===== src/rtl/csr_intr_unit_if.sv =====
// Pipeline <-> CSR/interrupt unit bus: CSR access, commit info and trap redirect handshake.
interface csr_intr_unit_if;
  logic        timer_intrpt;
  logic        csr_we;
  logic [11:0] csr_addr;
  logic [31:0] csr_wdata;
  logic [31:0] csr_rdata;
  logic [31:0] commit_pc;
  logic        commit_valid;
  logic        is_mret;
  logic        trap_req;
  logic        trap_ack;
  logic [31:0] redirect_pc;

  modport master (
    output timer_intrpt, csr_we, csr_addr, csr_wdata, commit_pc, commit_valid, is_mret, trap_ack,
    input  csr_rdata, trap_req, redirect_pc
  );

  modport slave (
    input  timer_intrpt, csr_we, csr_addr, csr_wdata, commit_pc, commit_valid, is_mret, trap_ack,
    output csr_rdata, trap_req, redirect_pc
  );
endinterface


===== src/rtl/csr_intr_unit.sv =====
// Machine-mode CSR file with a timer-interrupt trap FSM (IDLE/REQ/HANDLER).
// Optional INTR_VECTORED_EN: writable mtvec mode bits and vectored timer entry (+28).
module csr_intr_unit #(
  parameter logic [31:0] MTVEC_RST = 32'h0000_0000
) (
  input logic          clk,
  input logic          rst,
  csr_intr_unit_if.slave bus
);
  localparam int unsigned XLEN = 32;

  localparam logic [11:0] ADDR_MSTATUS = 12'h300;
  localparam logic [11:0] ADDR_MIE     = 12'h304;
  localparam logic [11:0] ADDR_MTVEC   = 12'h305;
  localparam logic [11:0] ADDR_MEPC    = 12'h341;
  localparam logic [11:0] ADDR_MCAUSE  = 12'h342;
  localparam logic [11:0] ADDR_MIP     = 12'h344;

  localparam logic [1:0] S_IDLE    = 2'd0;
  localparam logic [1:0] S_REQ     = 2'd1;
  localparam logic [1:0] S_HANDLER = 2'd2;

  localparam logic [XLEN-1:0] MCAUSE_MTI = 32'h8000_0007;
  localparam logic [XLEN-1:0] ALIGN_MASK = 32'hFFFF_FFFC;
`ifdef INTR_VECTORED_EN
  localparam logic [XLEN-1:0] MTVEC_MASK = 32'hFFFF_FFFF;
`else
  localparam logic [XLEN-1:0] MTVEC_MASK = 32'hFFFF_FFFC;
`endif

  logic [1:0]      r_state, w_state_nxt;
  logic            r_mie, w_mie_nxt;
  logic            r_mpie, w_mpie_nxt;
  logic            r_mtie, w_mtie_nxt;
  logic            r_mtip, w_mtip_nxt;
  logic [XLEN-1:0] r_mtvec, w_mtvec_nxt;
  logic [XLEN-1:0] r_mepc, w_mepc_nxt;
  logic [XLEN-1:0] r_mcause, w_mcause_nxt;

  logic            w_take, w_ack, w_mret;
  logic [XLEN-1:0] w_trap_vec;
  logic [XLEN-1:0] w_rdata;

  assign w_take = (r_state == S_IDLE) && r_mtip && r_mtie && r_mie &&
                  bus.commit_valid && !bus.is_mret;
  assign w_ack  = (r_state == S_REQ) && bus.trap_ack;
  assign w_mret = bus.is_mret && (r_state != S_REQ);

`ifdef INTR_VECTORED_EN
  assign w_trap_vec = (r_mtvec & ALIGN_MASK) +
                      ((r_mtvec[1:0] == 2'b01) ? XLEN'(28) : XLEN'(0));
`else
  assign w_trap_vec = r_mtvec & ALIGN_MASK;
`endif

  // Next-state and CSR update; hardware trap/mret updates take priority over CSR writes.
  always_comb begin
    w_state_nxt  = r_state;
    w_mie_nxt    = r_mie;
    w_mpie_nxt   = r_mpie;
    w_mtie_nxt   = r_mtie;
    w_mtip_nxt   = r_mtip;
    w_mtvec_nxt  = r_mtvec;
    w_mepc_nxt   = r_mepc;
    w_mcause_nxt = r_mcause;

    case (r_state)
      S_IDLE:    if (w_take)      w_state_nxt = S_REQ;
      S_REQ:     if (w_ack)       w_state_nxt = S_HANDLER;
      S_HANDLER: if (bus.is_mret) w_state_nxt = S_IDLE;
      default:                    w_state_nxt = S_IDLE;
    endcase

    if (w_ack) begin
      w_mpie_nxt = r_mie;
      w_mie_nxt  = 1'b0;
    end else if (w_mret) begin
      w_mie_nxt  = r_mpie;
      w_mpie_nxt = 1'b1;
    end else if (bus.csr_we && bus.csr_addr == ADDR_MSTATUS) begin
      w_mie_nxt  = bus.csr_wdata[3];
      w_mpie_nxt = bus.csr_wdata[7];
    end

    // A new pulse outranks the ack-driven clear so no timer event is lost.
    if (bus.timer_intrpt) w_mtip_nxt = 1'b1;
    else if (w_ack)       w_mtip_nxt = 1'b0;

    if (w_take)
      w_mepc_nxt = bus.commit_pc & ALIGN_MASK;
    else if (bus.csr_we && bus.csr_addr == ADDR_MEPC)
      w_mepc_nxt = bus.csr_wdata & ALIGN_MASK;

    if (w_ack)
      w_mcause_nxt = MCAUSE_MTI;
    else if (bus.csr_we && bus.csr_addr == ADDR_MCAUSE)
      w_mcause_nxt = bus.csr_wdata;

    if (bus.csr_we && bus.csr_addr == ADDR_MIE)
      w_mtie_nxt = bus.csr_wdata[7];
    if (bus.csr_we && bus.csr_addr == ADDR_MTVEC)
      w_mtvec_nxt = bus.csr_wdata & MTVEC_MASK;
  end

  always_ff @(posedge clk) begin
    if (!rst) begin
      r_state  <= S_IDLE;
      r_mie    <= 1'b0;
      r_mpie   <= 1'b0;
      r_mtie   <= 1'b0;
      r_mtip   <= 1'b0;
      r_mtvec  <= MTVEC_RST & MTVEC_MASK;
      r_mepc   <= '0;
      r_mcause <= '0;
    end else begin
      r_state  <= w_state_nxt;
      r_mie    <= w_mie_nxt;
      r_mpie   <= w_mpie_nxt;
      r_mtie   <= w_mtie_nxt;
      r_mtip   <= w_mtip_nxt;
      r_mtvec  <= w_mtvec_nxt;
      r_mepc   <= w_mepc_nxt;
      r_mcause <= w_mcause_nxt;
    end
  end

  // Combinational CSR read port.
  always_comb begin
    w_rdata = '0;
    case (bus.csr_addr)
      ADDR_MSTATUS: w_rdata = {24'd0, r_mpie, 3'd0, r_mie, 3'd0};
      ADDR_MIE:     w_rdata = {24'd0, r_mtie, 7'd0};
      ADDR_MTVEC:   w_rdata = r_mtvec;
      ADDR_MEPC:    w_rdata = r_mepc;
      ADDR_MCAUSE:  w_rdata = r_mcause;
      ADDR_MIP:     w_rdata = {24'd0, r_mtip, 7'd0};
      default:      w_rdata = '0;
    endcase
  end

  assign bus.csr_rdata   = w_rdata;
  assign bus.trap_req    = (r_state == S_REQ);
  assign bus.redirect_pc = (r_state == S_REQ) ? w_trap_vec :
                           bus.is_mret        ? r_mepc     : '0;
endmodule


===== src/flat_wrapper.sv =====
// flat-port wrapper written by rule: the top's interface ports become plain ports
module csr_intr_unit_flat 
#(
  parameter logic [31:0] MTVEC_RST = 32'h0000_0000
)
  (clk, rst, bus_timer_intrpt, bus_csr_we, bus_csr_addr, bus_csr_wdata, bus_commit_pc, bus_commit_valid, bus_is_mret, bus_trap_ack, bus_csr_rdata, bus_trap_req, bus_redirect_pc);
  csr_intr_unit_if bus_i ();
  input logic clk;
  input logic rst;
  input wire logic [$bits(bus_i.timer_intrpt)-1:0] bus_timer_intrpt;
  input wire logic [$bits(bus_i.csr_we)-1:0] bus_csr_we;
  input wire logic [$bits(bus_i.csr_addr)-1:0] bus_csr_addr;
  input wire logic [$bits(bus_i.csr_wdata)-1:0] bus_csr_wdata;
  input wire logic [$bits(bus_i.commit_pc)-1:0] bus_commit_pc;
  input wire logic [$bits(bus_i.commit_valid)-1:0] bus_commit_valid;
  input wire logic [$bits(bus_i.is_mret)-1:0] bus_is_mret;
  input wire logic [$bits(bus_i.trap_ack)-1:0] bus_trap_ack;
  output wire logic [$bits(bus_i.csr_rdata)-1:0] bus_csr_rdata;
  output wire logic [$bits(bus_i.trap_req)-1:0] bus_trap_req;
  output wire logic [$bits(bus_i.redirect_pc)-1:0] bus_redirect_pc;
  assign bus_i.timer_intrpt = bus_timer_intrpt;
  assign bus_i.csr_we = bus_csr_we;
  assign bus_i.csr_addr = bus_csr_addr;
  assign bus_i.csr_wdata = bus_csr_wdata;
  assign bus_i.commit_pc = bus_commit_pc;
  assign bus_i.commit_valid = bus_commit_valid;
  assign bus_i.is_mret = bus_is_mret;
  assign bus_i.trap_ack = bus_trap_ack;
  assign bus_csr_rdata = bus_i.csr_rdata;
  assign bus_trap_req = bus_i.trap_req;
  assign bus_redirect_pc = bus_i.redirect_pc;
  csr_intr_unit #(.MTVEC_RST(MTVEC_RST)) u_core (.clk(clk), .rst(rst), .bus(bus_i));
endmodule

===== config.mk =====
export PLATFORM = sky130hd
export DESIGN_NAME = csr_intr_unit_flat
export DESIGN_NICKNAME = d
export VERILOG_FILES = /design/src/rtl/csr_intr_unit_if.sv /design/src/rtl/csr_intr_unit.sv /design/src/flat_wrapper.sv
export SDC_FILE = /design/constraint.sdc
export NUM_CORES = 1
export LEC_CHECK = 0
export CORE_MARGIN = 3
export CORE_UTILIZATION = 32
export CTS_CLUSTER_SIZE = 24
export DETAILED_ROUTE_END_ITERATION = 10
export GPL_TIMING_DRIVEN = 0
export PLACE_DENSITY = 0.69
export RECOVER_POWER = 100
export SYNTH_ARGS = -nofsm -noshare
export SYNTH_HDL_FRONTEND = slang
export SYNTH_SLANG_ARGS = --single-unit

===== constraint.sdc =====
create_clock -name clk -period 3.5 [get_ports clk]
set_input_delay 0.7 -clock clk [delete_from_list [all_inputs] [get_ports clk]]
set_output_delay 0.7 -clock clk [all_outputs]
set_load 0.005 [all_outputs]

==> run_summary.xml, run 1 <==
<?xml version="1.0" encoding="UTF-8"?>
<metrics>
  <group name="grt">
    <metric name="grt_antenna_before_repair" unit="">1</metric>
    <metric name="track_usage" unit="%">19.8</metric>
    <metric name="globalRouteOverflowTotal" unit="">0</metric>
    <metric name="grt_max_degree" unit="">15</metric>
    <metric name="grt_pass1_vias" unit="">4954</metric>
    <metric name="first_pass_grt_wire_length" unit="mm">27.5</metric>
  </group>
  <group name="detailed_routing">
    <metric name="drt-total-wl" unit="mm">17.8</metric>
    <metric name="first_iter_violations" unit="">389</metric>
    <metric name="route.antenna.remaining_nets" unit="">0</metric>
    <metric name="detail_route.wirelength.met1" unit="mm">8.20</metric>
    <metric name="post_drt_via_cell_ratio" unit="">5.19</metric>
    <metric name="wl_met2" unit="mm">8.17</metric>
    <metric name="drc_errors" unit="">0</metric>
    <metric name="wl_met3" unit="mm">1.19</metric>
    <metric name="topRoutingLayerUsed" unit="">met4</metric>
    <metric name="via_count" unit="">5143</metric>
    <metric name="wl_cell" unit="µm">17.9</metric>
    <metric name="drt-pass1-iter-count" unit="">5</metric>
  </group>
  <group name="logic_synthesis">
    <metric name="netlist_area" unit="µm²">5070</metric>
    <metric name="most_used_flip_flop_cell_after_synthesis" unit="">dfxtp_1</metric>
    <metric name="yosysSeqAreaShare" unit="%">38.7</metric>
    <metric name="syn_inst" unit="">617</metric>
    <metric name="synth_largest_area_cell" unit="">dfxtp_1</metric>
    <metric name="synthArstFlopShare" unit="%">0</metric>
    <metric name="synth_top_cell_area_share" unit="%">38.7</metric>
    <metric name="synthesis.yosys.warnings" unit="">0</metric>
    <metric name="synth.avg_cell_area" unit="µm²">8.22</metric>
    <metric name="yosys-top-cells-area" unit="">dfxtp_1 (39%), nand2_1 (14%), o2bb2ai_1 (10%)</metric>
    <metric name="yosysUniqueCellTypes" unit="">46</metric>
    <metric name="synth_edf_count" unit="">0</metric>
    <metric name="synth.ff_latch_count" unit="">98</metric>
  </group>
  <group name="clock_network">
    <metric name="clk-insertion-delay-late" unit="ns">0.35</metric>
    <metric name="numCtsBuffers" unit="">9</metric>
    <metric name="cts.path.max_buffers" unit="">2</metric>
    <metric name="tritoncts_clock_tree" unit="">built</metric>
    <metric name="clock_tree.root_cell" unit="">clkbuf_16</metric>
    <metric name="ctsHtreeMaxLevel" unit="">3</metric>
    <metric name="cts-hold-fix-buffers" unit="">0</metric>
    <metric name="clk_pin_slew_worst_paths" unit="ns">0.06</metric>
    <metric name="clock-sinks" unit="">98</metric>
  </group>
  <group name="finish">
    <metric name="postLayoutCellArea" unit="µm²">7230</metric>
    <metric name="layout.area.seq" unit="µm²">1960</metric>
    <metric name="num-nets-final" unit="">858</metric>
    <metric name="area_growth" unit="%">42.5</metric>
    <metric name="multi_input_area" unit="µm²">2830</metric>
    <metric name="final_layout_size_suffix_gt1_share" unit="%">8.22</metric>
    <metric name="nFillCells" unit="">1523</metric>
    <metric name="finalNonFillerCells" unit="">991</metric>
  </group>
  <group name="placement">
    <metric name="placed_cells" unit="">971</metric>
    <metric name="numPortBuffers" unit="">142</metric>
    <metric name="detailedPlacementHpwl" unit="mm">12.8</metric>
    <metric name="gpl.final_weighted_congestion" unit="">0.796</metric>
    <metric name="dpl_cell_area" unit="µm²">6760</metric>
  </group>
  <group name="setup_path">
    <metric name="crit_path_start_kind" unit="">primary input</metric>
    <metric name="arrival_time_of_the_worst_setup_path" unit="ns">2.71</metric>
    <metric name="timing.critical_path.to_type" unit="">primary output</metric>
    <metric name="worstSetupPathType" unit="">primary input to primary output</metric>
    <metric name="reg2reg_from" unit="">u_core.r_mie$_SDFFE_PP0P_</metric>
    <metric name="crit_required" unit="ns">2.80</metric>
    <metric name="cp_max_fo" unit="">10</metric>
    <metric name="reg2reg_slack" unit="ns">1.77</metric>
    <metric name="crit_path_from" unit="">bus_csr_addr[9]</metric>
  </group>
  <group name="sta">
    <metric name="final_sum_of_negative_setup_slack" unit="ns">0</metric>
    <metric name="period_needed" unit="ns">3.41</metric>
    <metric name="achievable-frequency" unit="MHz">293</metric>
    <metric name="max-slew-margin-rel" unit="%">57.7</metric>
    <metric name="final_min_period_over_clock_period" unit="%">97.4</metric>
    <metric name="skew" unit="ns">0.00940</metric>
    <metric name="grt_setup_unrepaired" unit="">false</metric>
    <metric name="timing.final.max_slew_violations" unit="">0</metric>
    <metric name="setup_viol_count_final" unit="">0</metric>
    <metric name="worst-slew-pin-transition" unit="ns">0.634</metric>
    <metric name="hold_violations" unit="">0</metric>
  </group>
  <group name="floorplan">
    <metric name="die_y" unit="µm">132</metric>
    <metric name="die_x" unit="µm">132</metric>
    <metric name="core_area" unit="µm²">15400</metric>
    <metric name="std_cell_rows" unit="">45</metric>
    <metric name="design.portCount" unit="">148</metric>
    <metric name="floorplan.die_area" unit="µm²">17400</metric>
    <metric name="initial_core_util" unit="%">33.0</metric>
  </group>
  <group name="power">
    <metric name="cellPowerDensity" unit="nW/µm²">317</metric>
    <metric name="static-leakage-power" unit="nW">2.52</metric>
    <metric name="peakVddDrop" unit="µV">214</metric>
    <metric name="finalPower" unit="W">0.00229</metric>
  </group>
  <group name="worst_hold_path">
    <metric name="origin_of_the_worst_min_delay_path" unit="">u_core.r_mcause[24]$_SDFFE_PP0P_</metric>
    <metric name="hold_path_class" unit="">register to register</metric>
  </group>
  <group name="outcome">
    <metric name="outcome" unit="">completed</metric>
  </group>
  <group name="job">
    <metric name="cap_violations" unit="">0</metric>
  </group>
</metrics>
-- logic make-up (layout without fill, tap and decap cells) --
kind of cell	after synthesis	after routing	synth area share, %
and+or+nand+nor	262	262	23.9
DFF	98	98	38.7
AOI/OAI and AO/OA	161	161	23.8
buffers and inverters	61	222	6.81
muxes	34	34	6.71
other	1	3	0.0739
-- flip-flops by register name, indices dropped and copies added, names as in the netlist --
signal and count:
u_core.r_mtip 1, u_core.r_mcause 32, u_core.r_mie 1, u_core.r_mtie 1, u_core.r_mtvec 30, u_core.r_state 2, u_core.r_mpie 1, u_core.r_mepc 30
-- layout make-up --
type | instances | share of cell area (%)
multi-input cells | 459 | 39.2
flip-flops and latches | 98 | 27.1
repair buffers | 147 | 20.3
plain buffers | 59 | 5.71
clock buffers | 14 | 3.79
well taps | 211 | 3.65
clock inverters | 1 | 0.121
inverters | 1 | 0.0519
diodes | 1 | 0.0346
-- timing repair --
| item | in CTS | in global routing |
|---|---|---|
| setup buffers | 1 | 4 |
| pin swaps | 7 | 6 |
| setup endpoints to repair | 31 | 26 |
| gates resized for setup | 38 | 18 |
-- metrics by stage --
step	utilization (%)	hold slack, ns	setup slack, ns
3_5_place_dp	44.0	0.443	-0.426
2_1_floorplan	-	0.432	1.13
5_1_grt	47.0	0.470	0.00410
3_3_place_gp	44.0	0.438	-0.393
4_1_cts	46.7	0.452	-0.00473
6_report	47.0	0.451	0.0897
-- metal layers --
| layer | vias up | global-route usage, % |
|---|---|---|
| met5 | - | 0 |
| met4 | 0 | 5.89 |
| met3 | 16 | 4.12 |
| met2 | 200 | 31.2 |
| met1 | 2424 | 27.4 |
| li1 | 2503 | - |
-- cell usage in the layout (no fill, tap or decap), types with 3 or more instances in the layout --
cell	instances
nand2_1	183
clkdlybuf4s50_1	116
dfxtp_1	98
o2bb2ai_1	55
mux2i_1	34
nand3_1	30
a21oi_1	30
clkbuf_1	29
a22oi_1	29
a21boi_0	29
dlygate4sd3_1	16
buf_4	9
buf_6	9
clkbuf_16	9
buf_2	7
dlygate4sd2_1	6
or3_1	5
and3_1	4
o2bb2ai_2	4
nor2_1	4
buf_12	4
nand4_1	4
o311a_1	4
buf_8	3
and3b_1	3
clkbuf_4	3
nand3b_1	3
and2_0	3
a21boi_1	3
clkbuf_8	3
dlymetal6s2s_1	3
-- power breakdown --
part,switching (W),total (W),internal [W]
Combinational,0.0000931,0.000201,0.000108
Clock,0.000432,0.000971,0.000539
Sequential,0.00000207,0.00112,0.00112
Total,0.000527,0.00229,0.00176
-- cells in the mapped netlist, drive strengths merged, types with 5 or more instances --
cell     count
dfxtp       98
a21boi      32
a21oi       30
nor2         5
clkbuf      31
buf         29
nand2      184
mux2i       34
nand3       31
o2bb2ai     59
or3          5
a22oi       29
-- worst paths after layout --
kind	to	cells past startpoint
setup / recovery	bus_csr_rdata[16]	8
hold / removal	u_core.r_mcause[24]$_SDFFE_PP0P_	2
setup reg to reg	u_core.r_mepc[5]$_SDFFE_PN0P_	5
hold reg to reg	u_core.r_mcause[24]$_SDFFE_PP0P_	2
-- critical path, stage by stage --
cell and delay, ns:
clkdlybuf4s50_1 0.48, and3b_1 0.17, clkbuf_4 0.18, nand3_2 0.12, buf_8 0.17, buf_4 0.19
o2bb2ai_2 0.18, clkdlybuf4s50_1 0.52
(Power assumes the default switching activity.)
==> run 2: changes to the inputs <==
--- a/constraint.sdc
+++ b/constraint.sdc
@@ -3,2 +3,2 @@
 set_output_delay 0.7 -clock clk [all_outputs]
-set_load 0.005 [all_outputs]
+set_load 0.1 [all_outputs]
==> run 2 against run 1 <==
Clock power down 3.3%. Setup slack got worse by 0.027 ns. Cell count shrank 0.20%. Sequential share of layout area grew 0.34 points. Count of clock-buffer cells in the layout fell by 1. Sequential cell count unchanged. Via count is 0.80% lower. Hold slack about the same. Non-clock buffer count fell by 2. Routed wire length fell by 0.29%. Register-to-register slack got worse by 0.04 ns. Largest power group unchanged.
==> run_summary.xml, run 2 (synthesized netlist as in run 1, its figures left out) <==
<?xml version="1.0" encoding="UTF-8"?>
<metrics>
  <group name="finish">
    <metric name="multi_input_area" unit="µm²">2860</metric>
    <metric name="antennaDiodeCount" unit="">0</metric>
    <metric name="layout.cells.most_common_list" unit="">nand2_1 (184), dfxtp_1 (98), clkdlybuf4s50_1 (75)</metric>
    <metric name="nFillCells" unit="">1530</metric>
    <metric name="layout.cells.most_common" unit="">nand2_1</metric>
    <metric name="final_layout_size_suffix_gt1_share" unit="%">16.5</metric>
    <metric name="largest_reg_flops" unit="">32</metric>
    <metric name="area_growth" unit="%">40.7</metric>
    <metric name="layout_top_registers" unit="">u_core.r_mcause x32, u_core.r_mepc x30, u_core.r_mtvec x30</metric>
    <metric name="num-nets-final" unit="">856</metric>
    <metric name="layout.area.seq" unit="µm²">1960</metric>
    <metric name="max_flop_register" unit="">u_core.r_mcause</metric>
  </group>
  <group name="placement">
    <metric name="detailedPlacementHpwl" unit="mm">12.8</metric>
    <metric name="numPortBuffers" unit="">142</metric>
    <metric name="preCtsSetupSlack" unit="ns">-1.07</metric>
    <metric name="gpl.final_weighted_congestion" unit="">0.817</metric>
  </group>
  <group name="sta">
    <metric name="skew" unit="ns">0.00737</metric>
    <metric name="worst-slew-pin-transition" unit="ns">1.17</metric>
    <metric name="timing.final.max_slew_violations" unit="">0</metric>
    <metric name="final_min_period_over_clock_period" unit="%">98.2</metric>
    <metric name="setup_viol_count_final" unit="">0</metric>
    <metric name="period_needed" unit="ns">3.44</metric>
    <metric name="achievable-frequency" unit="MHz">291</metric>
    <metric name="hold_violations" unit="">0</metric>
    <metric name="worst_hold_slack" unit="ns">0.452</metric>
    <metric name="grt_setup_unrepaired" unit="">false</metric>
    <metric name="worst_setup_margin" unit="ns">0.0627</metric>
    <metric name="max-slew-margin-rel" unit="%">22.4</metric>
  </group>
  <group name="clock_network">
    <metric name="cts-hold-fix-buffers" unit="">0</metric>
    <metric name="cts.path.max_buffers" unit="">2</metric>
    <metric name="clk_pin_slew_worst_paths" unit="ns">0.07</metric>
    <metric name="clk-insertion-delay-late" unit="ns">0.35</metric>
    <metric name="clock-sinks" unit="">98</metric>
    <metric name="tritoncts_clock_tree" unit="">built</metric>
    <metric name="clock_tree.root_cell" unit="">clkbuf_16</metric>
    <metric name="ctsHtreeMaxLevel" unit="">3</metric>
    <metric name="numCtsBuffers" unit="">9</metric>
  </group>
  <group name="detailed_routing">
    <metric name="via_count" unit="">5102</metric>
    <metric name="drt-total-wl" unit="mm">17.7</metric>
    <metric name="wl_cell" unit="µm">17.9</metric>
    <metric name="drt-pass1-iter-count" unit="">5</metric>
    <metric name="post_drt_via_cell_ratio" unit="">5.16</metric>
    <metric name="first_iter_violations" unit="">472</metric>
    <metric name="drc_errors" unit="">0</metric>
    <metric name="route.antenna.remaining_nets" unit="">0</metric>
  </group>
  <group name="setup_path">
    <metric name="cp_max_fo" unit="">10</metric>
    <metric name="slowest_stage" unit="">clkdlybuf4s50_1</metric>
    <metric name="critical_path.max_stage_delay" unit="ns">0.51</metric>
    <metric name="timing.critical_path.buf_inv" unit="">4</metric>
    <metric name="timing.critical_path.to_type" unit="">primary output</metric>
    <metric name="crit_path_from" unit="">bus_csr_addr[7]</metric>
    <metric name="crit_path_start_kind" unit="">primary input</metric>
    <metric name="reg2reg_from" unit="">u_core.r_mtip$_SDFFE_PN0P_</metric>
    <metric name="worst_path_dominant_cell_family" unit="">buffers and inverters</metric>
    <metric name="crit_required" unit="ns">2.80</metric>
    <metric name="timing.critical_path.cells" unit="">clkdlybuf4s50_1 -&gt; nor4_2 -&gt; nand2_1 -&gt; nor2_4 -&gt; buf_6 -&gt; buf_4 -&gt; o2bb2ai_1 -&gt; buf_6</metric>
    <metric name="arrival_time_of_the_worst_setup_path" unit="ns">2.74</metric>
    <metric name="worstSetupPathType" unit="">primary input to primary output</metric>
    <metric name="most_frequent_cell_on_the_critical_path" unit="">buf_6</metric>
  </group>
  <group name="worst_hold_path">
    <metric name="origin_of_the_worst_min_delay_path" unit="">u_core.r_mcause[18]$_SDFFE_PP0P_</metric>
    <metric name="hold_path_class" unit="">register to register</metric>
  </group>
  <group name="grt">
    <metric name="first_pass_grt_wire_length" unit="mm">27.8</metric>
    <metric name="grt_pass1_vias" unit="">5036</metric>
    <metric name="grt_antenna_before_repair" unit="">0</metric>
    <metric name="track_usage" unit="%">20.1</metric>
    <metric name="grt_max_degree" unit="">16</metric>
    <metric name="globalRouteOverflowTotal" unit="">0</metric>
  </group>
  <group name="power">
    <metric name="peakVddDrop" unit="µV">211</metric>
    <metric name="static-leakage-power" unit="nW">2.49</metric>
    <metric name="cellPowerDensity" unit="nW/µm²">317</metric>
  </group>
  <group name="floorplan">
    <metric name="design.portCount" unit="">148</metric>
    <metric name="initial_core_util" unit="%">33.0</metric>
    <metric name="die_y" unit="µm">132</metric>
    <metric name="floorplan.die_area" unit="µm²">17400</metric>
    <metric name="std_cell_rows" unit="">45</metric>
    <metric name="die_x" unit="µm">132</metric>
    <metric name="core_area" unit="µm²">15400</metric>
  </group>
  <group name="outcome">
    <metric name="outcome" unit="">completed</metric>
  </group>
  <group name="job">
    <metric name="cap_violations" unit="">0</metric>
  </group>
</metrics>
-- run 2: cell count changes in the layout (fill, tap and decap cells not counted), moves of 3 or more --
cell             delta
buf_2              +11
buf_4               +3
buf_6              +13
buf_8               -3
clkbuf_1            +4
clkbuf_2            +7
clkdlybuf4s15_2    +27
clkdlybuf4s50_1    -41
dlygate4sd2_1       -6
dlygate4sd3_1      -14
o2bb2ai_1           -8
o2bb2ai_2           +8
-- run 2: stage by stage --
step                      area (µm²)  TNS (ns)  utilization (%)  total power, W  instances
after floorplan                 5140     -2.68                -         0.00121        618
after global placement          6830    -40.70             44.4         0.00135        971
after detailed placement        6830    -40.91             44.4         0.00135        971
after CTS                       7120         0             46.3         0.00228        987
after global routing            7140         0             46.5         0.00234        989
final                           7140         0             46.5         0.00226        989
-- run 2: path summary, 6_finish.rpt --
| kind | to | slack (ns) | cells past startpoint |
|---|---|---|---|
| setup reg to reg | u_core.r_mepc[28]$_SDFFE_PN0P_ | 1.73 | 5 |
| hold reg to reg | u_core.r_mcause[18]$_SDFFE_PP0P_ | 0.45 | 2 |
| setup / recovery | bus_csr_rdata[18] | 0.06 | 8 |
| hold / removal | u_core.r_mcause[18]$_SDFFE_PP0P_ | 0.45 | 2 |
-- run 2: worst reg2reg max path: cells and delay by family, from the launching register on --
kind            cells  cell delay, ns
buf+inv             1            0.52
simple gates        3            0.62
compound gates      1            0.18
flops               1            0.37
-- run 2: routing by layer --
| layer | wire (µm) | share of wire, % | global-route usage, % |
|---|---|---|---|
| met3 | 1250 | 7.0 | 5.31 |
| met5 | 0 | 0 | 0 |
| met1 | 8160 | 46 | 27.6 |
| met4 | 240 | 1.4 | 4.96 |
| met2 | 8080 | 46 | 31.4 |
-- run 2: area by class of cell --
class / count / area share, %
timing repair buffer: 144 / 19.7
multi-input combinational: 459 / 40.1
clock inverter: 3 / 0.333
sequential: 98 / 27.5
inverter: 1 / 0.0526
tap: 211 / 3.70
buffer: 60 / 5.13
clock buffer: 13 / 3.50
-- run 2: repair_timing --
item                       CTS  global route
gates resized for setup    285            26
hold endpoints to repair     0             0
setup buffers                0             2
pin swaps                    0             4
setup endpoints to repair   63            33
-- run 2: power by group --
group	switching [W]	leakage (nW)	total, W	internal, W
Combinational	0.000101	1.57	0.000206	0.000105
Sequential	0.00000232	0.790	0.00112	0.00112
Clock	0.000434	0.126	0.000939	0.000505
==> run 3: changes to the inputs <==
Settings changed: PLACE_DENSITY 0.69 to 0.71.
Clock period 3.5 ns to 2.8 ns, I/O delays scaled along.
==> run 3 against run 2 <==
Via count is 1.7% higher. Sequential power grew 25%. Combinational power increased by 37%. Routed wire length up 5.3%. Largest power group unchanged. Sequential cell count unchanged. Die area is the same. Non-clock buffer count grew 15. Critical path type unchanged.
==> run_summary.xml, run 3 (synthesized netlist as in run 1, its figures left out) <==
<?xml version="1.0" encoding="UTF-8"?>
<metrics>
  <group name="finish">
    <metric name="antennaDiodeCount" unit="">0</metric>
    <metric name="finalNonFillerCells" unit="">1003</metric>
    <metric name="area_growth" unit="%">54.4</metric>
    <metric name="largest_reg_flops" unit="">32</metric>
    <metric name="layout.cells.most_common" unit="">nand2_1</metric>
    <metric name="layout.cells.most_common_list" unit="">nand2_1 (183), dfxtp_1 (98), clkdlybuf4s50_1 (66)</metric>
    <metric name="nFillCells" unit="">1458</metric>
    <metric name="postLayoutCellArea" unit="µm²">7830</metric>
    <metric name="final_layout_size_suffix_gt1_share" unit="%">24.5</metric>
    <metric name="layout_top_registers" unit="">u_core.r_mcause x32, u_core.r_mepc x30, u_core.r_mtvec x30</metric>
    <metric name="max_flop_register" unit="">u_core.r_mcause</metric>
    <metric name="layout.area.seq" unit="µm²">1960</metric>
    <metric name="num-nets-final" unit="">871</metric>
    <metric name="multi_input_area" unit="µm²">3330</metric>
  </group>
  <group name="floorplan">
    <metric name="design.portCount" unit="">148</metric>
    <metric name="die_x" unit="µm">132</metric>
    <metric name="std_cell_rows" unit="">45</metric>
    <metric name="core_area" unit="µm²">15400</metric>
    <metric name="floorplan.die_area" unit="µm²">17400</metric>
    <metric name="initial_core_util" unit="%">33.0</metric>
    <metric name="die_y" unit="µm">132</metric>
  </group>
  <group name="sta">
    <metric name="worst-slew-pin-transition" unit="ns">0.719</metric>
    <metric name="grt_setup_unrepaired" unit="">false</metric>
    <metric name="skew" unit="ns">0.00793</metric>
    <metric name="final_min_period_over_clock_period" unit="%">98.1</metric>
    <metric name="period_needed" unit="ns">2.75</metric>
    <metric name="max-slew-margin-rel" unit="%">52.1</metric>
    <metric name="worst_setup_margin" unit="ns">0.0541</metric>
    <metric name="timing.final.max_slew_violations" unit="">0</metric>
    <metric name="achievable-frequency" unit="MHz">364</metric>
    <metric name="setup_viol_count_final" unit="">0</metric>
    <metric name="hold_violations" unit="">0</metric>
  </group>
  <group name="clock_network">
    <metric name="numCtsBuffers" unit="">9</metric>
    <metric name="cts.path.max_buffers" unit="">2</metric>
    <metric name="clock-sinks" unit="">98</metric>
    <metric name="clk_pin_slew_worst_paths" unit="ns">0.06</metric>
    <metric name="clk-insertion-delay-late" unit="ns">0.35</metric>
    <metric name="cts-hold-fix-buffers" unit="">0</metric>
    <metric name="ctsHtreeMaxLevel" unit="">3</metric>
    <metric name="tritoncts_clock_tree" unit="">built</metric>
    <metric name="clock_tree.root_cell" unit="">clkbuf_16</metric>
  </group>
  <group name="setup_path">
    <metric name="timing.critical_path.to_type" unit="">primary output</metric>
    <metric name="reg2reg_from" unit="">u_core.r_state[1]$_SDFFE_PN0P_</metric>
    <metric name="crit_path_start_kind" unit="">primary input</metric>
    <metric name="crit_required" unit="ns">2.24</metric>
    <metric name="reg2reg_slack" unit="ns">0.95</metric>
    <metric name="arrival_time_of_the_worst_setup_path" unit="ns">2.19</metric>
    <metric name="cp_max_fo" unit="">5</metric>
    <metric name="worstSetupPathType" unit="">primary input to primary output</metric>
    <metric name="ff2ff_path_depth" unit="">8</metric>
    <metric name="r2r-end" unit="">u_core.r_mcause[23]$_SDFFE_PP0P_</metric>
  </group>
  <group name="placement">
    <metric name="dpl_cell_area" unit="µm²">7170</metric>
    <metric name="preCtsSetupSlack" unit="ns">-1.87</metric>
    <metric name="detailedPlacementHpwl" unit="mm">13.0</metric>
    <metric name="gpl.final_weighted_congestion" unit="">0.799</metric>
    <metric name="placed_cells" unit="">971</metric>
    <metric name="numPortBuffers" unit="">142</metric>
  </group>
  <group name="worst_hold_path">
    <metric name="worstHoldEndpoint" unit="">u_core.r_mcause[7]$_SDFFE_PP0P_</metric>
    <metric name="worst_hold_path.num_cells" unit="">2</metric>
    <metric name="hold_path_class" unit="">register to register</metric>
    <metric name="origin_of_the_worst_min_delay_path" unit="">u_core.r_mcause[7]$_SDFFE_PP0P_</metric>
  </group>
  <group name="outcome">
    <metric name="outcome" unit="">completed</metric>
  </group>
  <group name="detailed_routing">
    <metric name="route.antenna.remaining_nets" unit="">0</metric>
    <metric name="wl_cell" unit="µm">18.6</metric>
    <metric name="drt-pass1-iter-count" unit="">7</metric>
    <metric name="first_iter_violations" unit="">318</metric>
    <metric name="drt-total-wl" unit="mm">18.7</metric>
    <metric name="drc_errors" unit="">0</metric>
    <metric name="via_count" unit="">5190</metric>
    <metric name="post_drt_via_cell_ratio" unit="">5.17</metric>
  </group>
  <group name="grt">
    <metric name="grt_max_degree" unit="">15</metric>
    <metric name="globalRouteOverflowTotal" unit="">0</metric>
    <metric name="grt_antenna_before_repair" unit="">0</metric>
    <metric name="track_usage" unit="%">21.7</metric>
    <metric name="grt_pass1_vias" unit="">5329</metric>
    <metric name="first_pass_grt_wire_length" unit="mm">30.1</metric>
  </group>
  <group name="power">
    <metric name="peakVddDrop" unit="µV">294</metric>
    <metric name="cellPowerDensity" unit="nW/µm²">365</metric>
    <metric name="finalPower" unit="W">0.00286</metric>
    <metric name="static-leakage-power" unit="nW">2.79</metric>
  </group>
  <group name="job">
    <metric name="cap_violations" unit="">0</metric>
  </group>
</metrics>
==> run 3: cell count changes in the layout (fill, tap and decap cells not counted), moves of 13 or more <==
cell	change
clkdlybuf4s15_2	-26
a22oi_2	+20
o2bb2ai_1	-14
o2bb2ai_4	+20
clkbuf_1	-13
clkbuf_2	+19
a22oi_1	-20
==> run 3: metrics by stage <==
| step | util [%] | hold WS, ns | setup TNS [ns] |
|---|---|---|---|
| 3_3_place_gp | 46.6 | 0.438 | -73.01 |
| 2_1_floorplan | - | 0.432 | -1.74 |
| 3_5_place_dp | 46.6 | 0.444 | -72.59 |
| 4_1_cts | 53.0 | 0.459 | 0 |
| 6_report | 51.0 | 0.459 | 0 |
| 5_1_grt | 51.0 | 0.472 | 0 |
==> run 3: repair_timing <==
item	in CTS	in global routing
gates resized for setup	441	70
pin swaps	8	3
buffers inserted	13	0
gates cloned	5	0
setup endpoints to repair	63	41
hold endpoints to repair	0	0
==> run 3: layout make-up <==
type | count | area share (%)
clock inverter | 3 | 0.192
timing repair buffer | 160 | 19.4
multi-input combinational | 459 | 42.5
buffer | 59 | 6.13
tap | 211 | 3.37
clock buffer | 12 | 3.27
sequential | 98 | 25.0
inverter | 1 | 0.0479
==> run 3: per-layer routing <==
layer | up-vias | share of wire, % | GRT usage (%) | wire length [µm]
met5 | - | 0 | 0 | 0
met4 | 0 | 1.5 | 6.18 | 289
met3 | 20 | 5.4 | 4.58 | 1010
met2 | 184 | 47 | 35.9 | 8850
met1 | 2447 | 46 | 28.7 | 8520
li1 | 2539 | - | - | -
==> run 3: worst max path at each step <==
stage | from | end | cells past startpoint
final | bus_csr_addr[5] | bus_csr_rdata[11] | 9
after global routing | bus_csr_addr[5] | bus_csr_rdata[29] | 9
after CTS | bus_is_mret | bus_redirect_pc[23] | 5
after detailed placement | bus_csr_addr[4] | bus_csr_rdata[22] | 7
after global placement | bus_csr_addr[5] | bus_csr_rdata[22] | 7
after floorplan | bus_csr_addr[0] | bus_csr_rdata[8] | 5
==> run 3: where the power goes <==
group	switching (W)	internal [W]	total (W)
Combinational	0.000137	0.000146	0.000283
Clock	0.000533	0.000643	0.00118
Sequential	0.00000292	0.00140	0.00140
Total	0.000672	0.00219	0.00286
==> run 3: critical path, stage by stage <==
cell and delay, ns:
clkdlybuf4s15_1 0.27, and4bb_1 0.37, nand2_2 0.09, nor2_4 0.18, buf_12 0.15, buf_12 0.10, buf_12 0.13, o2bb2ai_4 0.14
buf_12 0.19
